[src/rtl/bcd_pkg.sv]
// Shared constants, state type and elaboration helpers for the sequential BCD-to-binary converter.
package bcd_pkg;

  localparam int unsigned DIGIT_W     = 4;
  localparam int unsigned DIGIT_MAX   = 9;
  localparam int unsigned CORR_THRESH = 8;
  localparam int unsigned CORR_VAL    = 3;

  typedef enum logic [1:0] {
    IDLE = 2'd0,
    CONV = 2'd1,
    FIN  = 2'd2
  } state_e;

  // Minimum width able to count 0..v-1, never less than one bit.
  function automatic int unsigned clog2(input int unsigned v);
    int unsigned r;
    r = 1;
    while ((32'(1) << r) < v) r++;
    return r;
  endfunction

  // True when a bin_w-bit result can hold every value of a digits-wide BCD number.
  function automatic bit bcd_fits(input int unsigned bin_w, input int unsigned digits);
    longint unsigned p;
    p = 1;
    for (int unsigned i = 0; i < digits; i++) p = p * 10;
    return (64'(1) << bin_w) >= p;
  endfunction

endpackage

[src/rtl/bcd_to_bin_seq_if.sv]
// Request/response bundle between the switch front end and the converter.
interface bcd_to_bin_seq_if #(
  parameter int unsigned DIGITS = 3,
  parameter int unsigned BIN_W  = 10
);
  logic                  start;
  logic [4*DIGITS-1:0]   bcd_in;
  logic                  busy;
  logic                  done;
  logic                  err;
  logic [BIN_W-1:0]      bin_out;

  modport master (
    output start, bcd_in,
    input  busy, done, err, bin_out
  );

  modport slave (
    input  start, bcd_in,
    output busy, done, err, bin_out
  );
endinterface

[src/rtl/bcd_sub3.sv]
// Per-digit correction for reverse double-dabble: digits of 8 or more lose 3 after each right shift.
module bcd_sub3
  import bcd_pkg::*;
(
  input  logic [DIGIT_W-1:0] din,
  output logic [DIGIT_W-1:0] dout_c
);

  always_comb begin
    dout_c = din;
    if (din >= DIGIT_W'(CORR_THRESH)) dout_c = din - DIGIT_W'(CORR_VAL);
  end

endmodule

[src/rtl/bcd_to_bin_seq.sv]
// Sequential BCD-to-binary converter: one shift-right plus subtract-3 correction per clock.
module bcd_to_bin_seq
  import bcd_pkg::*;
#(
  parameter int unsigned DIGITS = 3,
  parameter int unsigned BIN_W  = 10
)(
  input  logic             CLOCK_50,
  input  logic             RESET_N,
  bcd_to_bin_seq_if.slave  bus
);

  localparam int unsigned BCD_W = DIGIT_W * DIGITS;
  localparam int unsigned CAT_W = BCD_W + BIN_W;
  localparam int unsigned CNT_W = clog2(BIN_W);

  localparam logic [1:0] ST_IDLE = 2'(IDLE);
  localparam logic [1:0] ST_CONV = 2'(CONV);
  localparam logic [1:0] ST_FIN  = 2'(FIN);

  if (!bcd_fits(BIN_W, DIGITS)) begin : g_param_check
    $error("bcd_to_bin_seq: BIN_W too narrow for DIGITS BCD digits");
  end

  logic [1:0]       state_q,   state_d;
  logic [BCD_W-1:0] bcd_q,     bcd_d;
  logic [BIN_W-1:0] bin_q,     bin_d;
  logic [CNT_W-1:0] cnt_q,     cnt_d;
  logic             busy_q,    busy_d;
  logic             done_q,    done_d;
  logic             err_q,     err_d;
  logic [BIN_W-1:0] bin_out_q, bin_out_d;

  logic [CAT_W-1:0] cat_shift_c;
  logic [BCD_W-1:0] bcd_corr_c;
  logic             bcd_bad_c;

  // The BCD LSB falls into the binary MSB on every shift.
  assign cat_shift_c = {bcd_q, bin_q} >> 1;

  for (genvar g = 0; g < DIGITS; g++) begin : g_corr
    bcd_sub3 u_sub3 (
      .din    (cat_shift_c[BIN_W + g*DIGIT_W +: DIGIT_W]),
      .dout_c (bcd_corr_c[g*DIGIT_W +: DIGIT_W])
    );
  end

  always_comb begin
    bcd_bad_c = 1'b0;
    for (int i = 0; i < int'(DIGITS); i++) begin
      if (bus.bcd_in[i*DIGIT_W +: DIGIT_W] > DIGIT_W'(DIGIT_MAX)) bcd_bad_c = 1'b1;
    end
  end

  always_comb begin
    state_d   = state_q;
    bcd_d     = bcd_q;
    bin_d     = bin_q;
    cnt_d     = cnt_q;
    busy_d    = busy_q;
    done_d    = 1'b0;
    err_d     = err_q;
    bin_out_d = bin_out_q;
    case (state_q)
      ST_IDLE: begin
        if (bus.start) begin
          if (bcd_bad_c) begin
            err_d  = 1'b1;
            done_d = 1'b1;
          end else begin
            bcd_d   = bus.bcd_in;
            bin_d   = '0;
            cnt_d   = CNT_W'(BIN_W - 1);
            err_d   = 1'b0;
            busy_d  = 1'b1;
            state_d = ST_CONV;
          end
        end
      end
      ST_CONV: begin
        bcd_d = bcd_corr_c;
        bin_d = cat_shift_c[BIN_W-1:0];
        if (cnt_q == '0) state_d = ST_FIN;
        else             cnt_d   = cnt_q - CNT_W'(1);
      end
      ST_FIN: begin
        bin_out_d = bin_q;
        done_d    = 1'b1;
        busy_d    = 1'b0;
        state_d   = ST_IDLE;
      end
      default: begin
        busy_d  = 1'b0;
        state_d = ST_IDLE;
      end
    endcase
  end

  always_ff @(posedge CLOCK_50) begin
    if (!RESET_N) begin
      state_q   <= ST_IDLE;
      bcd_q     <= '0;
      bin_q     <= '0;
      cnt_q     <= '0;
      busy_q    <= 1'b0;
      done_q    <= 1'b0;
      err_q     <= 1'b0;
      bin_out_q <= '0;
    end else begin
      state_q   <= state_d;
      bcd_q     <= bcd_d;
      bin_q     <= bin_d;
      cnt_q     <= cnt_d;
      busy_q    <= busy_d;
      done_q    <= done_d;
      err_q     <= err_d;
      bin_out_q <= bin_out_d;
    end
  end

  assign bus.busy    = busy_q;
  assign bus.done    = done_q;
  assign bus.err     = err_q;
  assign bus.bin_out = bin_out_q;

endmodule
[src/flat_wrapper.sv]
// flat-port wrapper written by rule: the top's interface ports become plain ports
module bcd_to_bin_seq_flat import bcd_pkg::*;
#(
  parameter int unsigned DIGITS = 3,
  parameter int unsigned BIN_W  = 10
)
  (CLOCK_50, RESET_N, bus_start, bus_bcd_in, bus_busy, bus_done, bus_err, bus_bin_out);
  bcd_to_bin_seq_if #(.DIGITS(DIGITS), .BIN_W(BIN_W)) bus_i ();
  input  logic CLOCK_50;
  input  logic RESET_N;
  input wire logic [$bits(bus_i.start)-1:0] bus_start;
  input wire logic [$bits(bus_i.bcd_in)-1:0] bus_bcd_in;
  output wire logic [$bits(bus_i.busy)-1:0] bus_busy;
  output wire logic [$bits(bus_i.done)-1:0] bus_done;
  output wire logic [$bits(bus_i.err)-1:0] bus_err;
  output wire logic [$bits(bus_i.bin_out)-1:0] bus_bin_out;
  assign bus_i.start = bus_start;
  assign bus_i.bcd_in = bus_bcd_in;
  assign bus_busy = bus_i.busy;
  assign bus_done = bus_i.done;
  assign bus_err = bus_i.err;
  assign bus_bin_out = bus_i.bin_out;
  bcd_to_bin_seq #(.DIGITS(DIGITS), .BIN_W(BIN_W)) u_core (.CLOCK_50(CLOCK_50), .RESET_N(RESET_N), .bus(bus_i));
endmodule
[config.mk]
export PLATFORM = sky130hd
export DESIGN_NAME = bcd_to_bin_seq_flat
export DESIGN_NICKNAME = d
export VERILOG_FILES = /design/src/rtl/bcd_pkg.sv /design/src/rtl/bcd_to_bin_seq_if.sv /design/src/rtl/bcd_sub3.sv /design/src/rtl/bcd_to_bin_seq.sv /design/src/flat_wrapper.sv
export SDC_FILE = /design/constraint.sdc
export NUM_CORES = 1
export LEC_CHECK = 0
export ABC_AREA = 1
export BUFFER_PORTS_ARGS = -buffer_cell sky130_fd_sc_hd__buf_4
export CAP_MARGIN = 10
export CORE_MARGIN = 8
export CORE_UTILIZATION = 55
export DETAILED_ROUTE_END_ITERATION = 16
export HOLD_SLACK_MARGIN = 0.02
export PLACE_DENSITY_LB_ADDON = 0.1
export SLEW_MARGIN = 20
export SYNTH_ARGS = -nofsm -noshare
export SYNTH_HDL_FRONTEND = slang
export SYNTH_SLANG_ARGS = --single-unit
[constraint.sdc]
create_clock -name CLOCK_50 -period 1.55 [get_ports CLOCK_50]
set_clock_uncertainty 0.2 [all_clocks]
set_input_delay 0 -clock CLOCK_50 [delete_from_list [all_inputs] [get_ports CLOCK_50]]
set_output_delay 0 -clock CLOCK_50 [all_outputs]
set_load 0.05 [all_outputs]
==> out/metrics.csv, run 1 <==
stage;metric;value;unit
outcome;status;completed;
critical_path;slowest CP cell;dlygate4sd3_1;
floorplanning;# rows;21;
sta;Slew Viols, Final;0;
logic_synthesis;Synth Warn #;0;
sta;achievable frequency;672.8;MHz
critical_path;crit path kind;primary input to flop;
logic_synthesis;Syn Std Cell Area;1852;sq um
sta;Fin. Hold Viols;0;
global_routing;Tot GR Track Use;15.15;%
clock_tree;CTS root buf;clkbuf_4;
routing;Via Count;1717;
global_routing;GRT overflow;0;
critical_path;WP data required;1.63;ns
global_routing;largest net degree at the start of global routing;28;
global_routing;antenna violations before repair;0;
final_layout;Finished Core Util;72.88;%
final_layout;fillers;279;
critical_path;Worst Reg-to-Reg Cells;8;
routing;via/cell ratio;5.035;
sta;Slew @ Worst Pin;0.3468;ns
worst_hold_path;Hold EP;u_core.bus.busy$_SDFFE_PN0P_;
floorplanning;I/O pin cnt;28;
routing;WL per Instance;12.29;um
critical_path;CP Max Fanout;21;
power;Pleak;0.001047;uW
final_layout;layout cells sized above 1;22.37;%
floorplanning;core box area;3284;sq um
floorplanning;Die Wd;74.03;um
logic_synthesis;Mapped Nets;270;
clock_tree;clock latency at the later pin of the worst-skew pair;0.35;ns
logic_synthesis;synth unique cells;28;
sta;unrepaired setup endpoints after global routing;yes;
final_layout;# nets final;316;
clock_tree;TritonCTS clock tree;done;
critical_path;FF-to-FF Start;u_core.cnt_q[0]$_SDFFE_PN0P_;
critical_path;Worst Path Arrival;1.57;ns
global_routing;first-pass GRT wire length;6513;um
routing;total iterations of the first detailed-routing run;4;
placed_design;IO Port Bufs;27;
logic_synthesis;flops & latches, synth;41;
power;VDD IR max;0.7507;mV
critical_path;crit-path cells;dlygate4sd3_1 -> buf_4 -> o21ai_1 -> nand4_2 -> nand2_2 -> buf_12 -> nand2_1 -> a21oi_1;
routing;DRT iter0 DRCs;74;
sta;Final Cycle Share;95.89;%
routing;final wirelength;4191;um
routing;DRC;0;
final_layout;# diodes;0;
global_routing;vias in the first global route;1518;
placed_design;detailed placement HPWL;2790;um
critical_path;Startpoint Class;primary input;
clock_tree;clk slew on worst S/H paths;0.11;ns
worst_hold_path;min-delay src;u_core.bus.busy$_SDFFE_PN0P_;
final_layout;most common cell after layout, fill and taps aside;nand2_1;
critical_path;worst reg-to-reg setup slack;0.09;ns
logic_synthesis;Cells after Synth;249;
placed_design;Placement Cell Area;2127;sq um
clock_tree;clk buf depth;2;
critical_path;worst r2r dst;u_core.cnt_q[3]$_SDFFE_PN0P_;
logic_synthesis;Mapped Avg Cell Area;7.437;sq um
clock_tree;CTS Buf Count;5;
logic_synthesis;sequential share of the synthesized area;44.32;%
clock_tree;# clock sinks;41;
sta;Slew headroom;76.86;%
clock_tree;H-tree levels;2;
final_layout;commonest non-fill, non-tap cells in the layout;nand2_1, nor2_1, dfxtp_1, buf_4, o21ai_0;
worst_hold_path;worst hold-check path type;flop to flop;
routing;Final ANT Viol Nets;0;
placed_design;GPL Wtd Cong;0.7946;
sta;Final setup viols;0;
floorplanning;DIE HEIGHT;74.03;um
critical_path;element type at the critical path end;flop;
power;pwr dens;964.0;nW/um^2
critical_path;CP max stage delay;0.54;ns
final_layout;Area Growth Syn to Fin;29.26;%
final_layout;post-route cell area;2394;sq um
job;Max Cap Viol;0;
worst_hold_path;Hold Path Stages;2;
floorplanning;Initial Util;56.38;%
sta;Tmin final;1.486;ns
floorplanning;die area;5480;sq um
layout make-up:
class | instances | area [sq um] | share of cell area [%]
multi-input combinational | 179 | 938.4 | 39.21
timing repair buffer | 52 | 437.9 | 18.30
inverter | 16 | 62.56 | 2.614
clock buffer | 5 | 37.54 | 1.568
clock inverter | 2 | 35.03 | 1.464
sequential | 41 | 824.5 | 34.45
tap | 46 | 57.56 | 2.405
power breakdown:
part	leakage (uW)	internal, uW	switching [uW]
clock	0.0000410	329	334
sequential	0.000334	1110	44.3
combinational	0.000671	208	284
total	0.00105	1640	663
synth_stat cells:
cell type	instances	area (sq um)
nand2_1	44	165.2
dfxtp_1	41	820.8
nor2_1	41	153.9
o21ai_0	21	105.1
nand3_1	19	95.09
a21oi_1	17	85.08
inv_1	13	48.80
o21ai_1	8	40.04
o22ai_1	8	50.05
clkbuf_1	6	22.52
ha_1	6	75.07
buf_2	4	20.02
xnor2_1	3	26.28
buf_6	2	22.52
inv_2	2	7.510
nor3_1	2	10.01
buf_4	1	7.510
clkinv_1	1	3.750
nand2_2	1	6.260
nand2_4	1	11.26
nand3_4	1	17.52
nand4_1	1	6.260
nand4_2	1	12.51
nor2_2	1	6.260
nor2_4	1	11.26
or2_0	1	6.260
or2_2	1	6.260
xor2_1	1	8.760
kinds of logic (layout without fill, tap and decap cells):
family,Yosys count,after routing,synth area share [%]
and+or+nand+nor,115,115,27.43
AOI/OAI and AO/OA,54,54,15.14
xor gates and xnor gates,4,4,1.892
buffers and inverters,29,75,7.162
adders and majority gates,6,6,4.054
DFF,41,41,44.32
sequential cells by signal, indices dropped and copies added (netlist names):
register            flops
u_core.bus.bin_out     10
u_core.bus.err          1
u_core.state_q          2
u_core.bcd_q           12
u_core.cnt_q            4
u_core.bin_q           10
u_core.bus.busy         1
u_core.bus.done         1
through the flow:
stage          total power, uW  TNS (ns)  setup WS, ns  instances  hold slack, ns
4_1_cts                   2275         0      0.008155        339         -0.1790
6_report                  2307         0       0.06363        341          0.2714
5_1_grt                   2419  -0.08331      -0.02257        341          0.2997
3_5_place_dp              1595         0       0.03893        319         0.07269
3_3_place_gp              1592         0        0.1028        319         0.06712
2_1_floorplan             1471         0        0.1479        249        -0.05703
critical path: cells and delay by family:
kind                   cells  cell delay [ns]
AOI/OAI and AO/OA          2             0.34
buffers and inverters      3             0.83
and+or+nand+nor            3             0.39
routing by layer:
| metal | wire (um) | global-route usage [%] | up-vias |
|---|---|---|---|
| met2 | 2031 | 24.61 | 29 |
| met1 | 1927 | 18.01 | 779 |
| met3 | 190 | 4.043 | 4 |
| met4 | 42 | 7.317 | 0 |
| met5 | 0 | 0 | - |
| li1 | - | - | 905 |
worst max-delay path by stage:
stage          slack (ns)                          from  cells past startpoint                      endpoint
6_report             0.06                bus_bcd_in[10]                      8  u_core.bcd_q[8]$_SDFFE_PN0P_
5_1_grt             -0.02  u_core.cnt_q[0]$_SDFFE_PN0P_                      8  u_core.cnt_q[3]$_SDFFE_PN0P_
4_1_cts             0.008                 bus_bcd_in[1]                      8  u_core.bcd_q[8]$_SDFFE_PN0P_
3_5_place_dp         0.04  u_core.cnt_q[0]$_SDFFE_PN0P_                      8  u_core.cnt_q[3]$_SDFFE_PN0P_
3_3_place_gp         0.10  u_core.cnt_q[0]$_SDFFE_PN0P_                      8  u_core.cnt_q[0]$_SDFFE_PN0P_
2_1_floorplan        0.15  u_core.cnt_q[0]$_SDFFE_PN0P_                      8  u_core.cnt_q[0]$_SDFFE_PN0P_
what timing repair did:
action	in CTS	in global routing
hold endpoints to repair	40	4
resized for setup	0	15
setup buffers	0	1
setup endpoints to repair	0	16
hold buffers	13	1
Power figures use the tool's default switching activity.
==> inputs of run 2 (changes only) <==
==> constraint.sdc (replaced) <==
create_clock -name CLOCK_50 -period 1.55 [get_ports CLOCK_50]
set_clock_uncertainty 0.2 [all_clocks]
set_input_delay 0.0775 -clock CLOCK_50 [delete_from_list [all_inputs] [get_ports CLOCK_50]]
set_output_delay 0.0775 -clock CLOCK_50 [all_outputs]
set_load 0.05 [all_outputs]
==> run 2 against run 1 <==
Fmax fell by 2.0%. Final area rose by 1.9%. Via count rose by 1.6%. Clock power rose by 11%. Sequential power barely moved. Power rose by 3.6%. Die area did not move. Core utilization rose by 1.4 points. Non-clock buffer count rose by 1. Largest power group unchanged. The flow now finishes with violations (negative hold slack). Register-to-register slack got worse by 0.03 ns.
==> out/metrics.csv, run 2 (synthesized netlist as in run 1, its figures left out) <==
stage;metric;value;unit;change
routing;met3 routed WL;220;um;+16%
placed_design;IO Port Bufs;27;;unchanged
sta;Slew Viols, Final;0;;unchanged
placed_design;Placement Cell Area;2112;sq um;-0.71%
final_layout;post-route cell area;2440;sq um;+1.9%
final_layout;layout cells sized above 1;24.24;%;+1.9 points
placed_design;detailed placement HPWL;2791;um;about the same
sta;Final setup viols;0;;unchanged
routing;DRC;0;;unchanged
clock_tree;H-tree levels;2;;unchanged
placed_design;GPL Wtd Cong;0.8149;;+2.6%
critical_path;Worst Path Arrival;1.62;ns;+0.05 ns
final_layout;most common cell after layout, fill and taps aside;nand2_1;;
critical_path;crit-path cells;dlygate4sd3_1 -> buf_4 -> o21ai_2 -> nand3_1 -> nand2_1 -> nand3_4 -> nor2_4 -> nand2_1 -> nand2_1;;
power;VDD IR max;0.7650;mV;+1.9%
final_layout;max FFs per register;12;;unchanged
final_layout;# nets final;317;;+0.32%
sta;Slew headroom;77.69;%;+0.84 points
clock_tree;clk buf depth;2;;unchanged
sta;setup TNS;0;ns;unchanged
critical_path;Critical Path Most Common Cell;nand2_1;;
routing;met2 WL;2068;um;+1.8%
outcome;violated checks;negative hold slack;;
critical_path;Startpoint Class;primary input;;
floorplanning;Die Wd;74.03;um;unchanged
floorplanning;Initial Util;56.38;%;unchanged
critical_path;CP Max Fanout;6;;-71%
final_layout;# diodes;0;;unchanged
routing;final wirelength;4265;um;+1.8%
global_routing;antenna violations before repair;0;;unchanged
power;Pleak;0.001058;uW;+1.1%
floorplanning;I/O pin cnt;28;;unchanged
floorplanning;core box area;3284;sq um;unchanged
outcome;status;finished, violations left;;
critical_path;element type at the critical path end;flop;;
critical_path;WP data required;1.65;ns;+0.02 ns
power;pwr dens;979.4;nW/um^2;+1.6%
routing;M1 WL;1920;um;-0.36%
final_layout;Finished Core Util;74.29;%;+1.4 points
global_routing;GRT overflow;0;;unchanged
floorplanning;DIE HEIGHT;74.03;um;unchanged
global_routing;vias in the first global route;1628;;+7.2%
final_layout;Non-Filler Instances;343;;+0.59%
clock_tree;CTS root buf;clkbuf_4;;
critical_path;slowest CP cell;dlygate4sd3_1;;
clock_tree;clk slew on worst S/H paths;0.12;ns;about the same
sta;Final Cycle Share;97.83;%;+1.9 points
critical_path;crit path kind;primary input to flop;;
routing;WL per Instance;12.43;um;+1.2%
worst_hold_path;worst hold-check path type;primary input to flop;;
routing;DRT iter0 DRCs;109;;+47%
routing;via/cell ratio;5.085;;+0.98%
routing;Max Used Layer;met4;;
clock_tree;TritonCTS clock tree;done;;
floorplanning;die area;5480;sq um;unchanged
clock_tree;# clock sinks;41;;unchanged
job;Max Cap Viol;0;;unchanged
placed_design;Inst Count DP;317;;-0.63%
sta;Slew @ Worst Pin;0.3343;ns;-0.01253 ns
sta;final hold slack;-0.0009687;ns;-0.2724 ns
routing;Final ANT Viol Nets;0;;unchanged
global_routing;Tot GR Track Use;15.98;%;+0.83 points
sta;unrepaired setup endpoints after global routing;yes;;
final_layout;Top reg by flops;u_core.bcd_q;;
routing;total iterations of the first detailed-routing run;4;;unchanged
final_layout;Area Growth Syn to Fin;31.76;%;
sta;Tmin final;1.516;ns;+0.03004 ns
sta;achievable frequency;659.5;MHz;-2.0%
global_routing;largest net degree at the start of global routing;28;;unchanged
final_layout;commonest non-fill, non-tap cells in the layout;nand2_1, nor2_1, buf_4, dfxtp_1, o21ai_0;;
global_routing;first-pass GRT wire length;6851;um;+5.2%
sta;Fin. Hold Viols;1;;+1
routing;Via Count;1744;;+1.6%
critical_path;CP max stage delay;0.54;ns;about the same
clock_tree;CTS Buf Count;5;;unchanged
floorplanning;# rows;21;;unchanged
clock_tree;clock latency at the later pin of the worst-skew pair;0.35;ns;about the same
## run 2: cell count changes in the layout (fill, tap and decap cells not counted), sizes merged
cell and delta:
clkbuf +1, clkinv -1, clkinvlp +1, buf +1
## run 2: cell type report
class | instances | area, sq um
multi-input combinational | 179 | 958.4
fill | 276 | 844.6
sequential | 41 | 827.0
timing repair buffer | 53 | 445.4
inverter | 16 | 62.56
tap | 46 | 57.56
clock buffer | 6 | 51.30
clock inverter | 2 | 37.54
## run 2: final timing paths
| path | start | end | slack [ns] | cells past startpoint |
|---|---|---|---|---|
| worst max-delay path | bus_bcd_in[5] | u_core.cnt_q[1]$_SDFFE_PN0P_ | 0.03 | 9 |
| worst min-delay path | bus_bcd_in[1] | u_core.bus.busy$_SDFFE_PN0P_ | -0.001 | 6 |
| worst max register to register | u_core.cnt_q[0]$_SDFFE_PN0P_ | u_core.cnt_q[1]$_SDFFE_PN0P_ | 0.06 | 9 |
| worst min register to register | u_core.bus.busy$_SDFFE_PN0P_ | u_core.bus.busy$_SDFFE_PN0P_ | 0.28 | 2 |
## run 2: metrics by stage
| stage | setup slack, ns | power (uW) |
|---|---|---|
| global route | -0.02450 | 2508 |
| detailed placement | 0.04630 | 1594 |
| global placement | 0.05374 | 1590 |
| finish | 0.03359 | 2390 |
| floorplan | 0.1479 | 1471 |
| CTS | 0.001599 | 2357 |
## run 2: metal layers
layer	up-vias	GRT usage (%)
met5	-	0
li1	912	-
met3	4	5.391
met2	32	27.44
met1	796	17.67
met4	0	6.208
## run 2: timing repair
action                                  CTS  global route
endpoints found under the setup margin    0            17
setup buffers                             0             4
gates resized for setup                   0            21
hold buffers                             13             1
hold endpoints to repair                 27             1
## run 2: report_power, final
part           leakage, uW  switching, uW  internal (uW)
combinational     0.000678            291            210
sequential        0.000335           44.0           1110
clock            0.0000445            353            383
total              0.00106            688           1700
## run 2: critical path, delay by kind of cell
kind,cells,cell delay (ns)
AND/OR/NAND/NOR,6,0.64
buffers and inverters,2,0.68
AO/OA/AOI/OAI,1,0.21
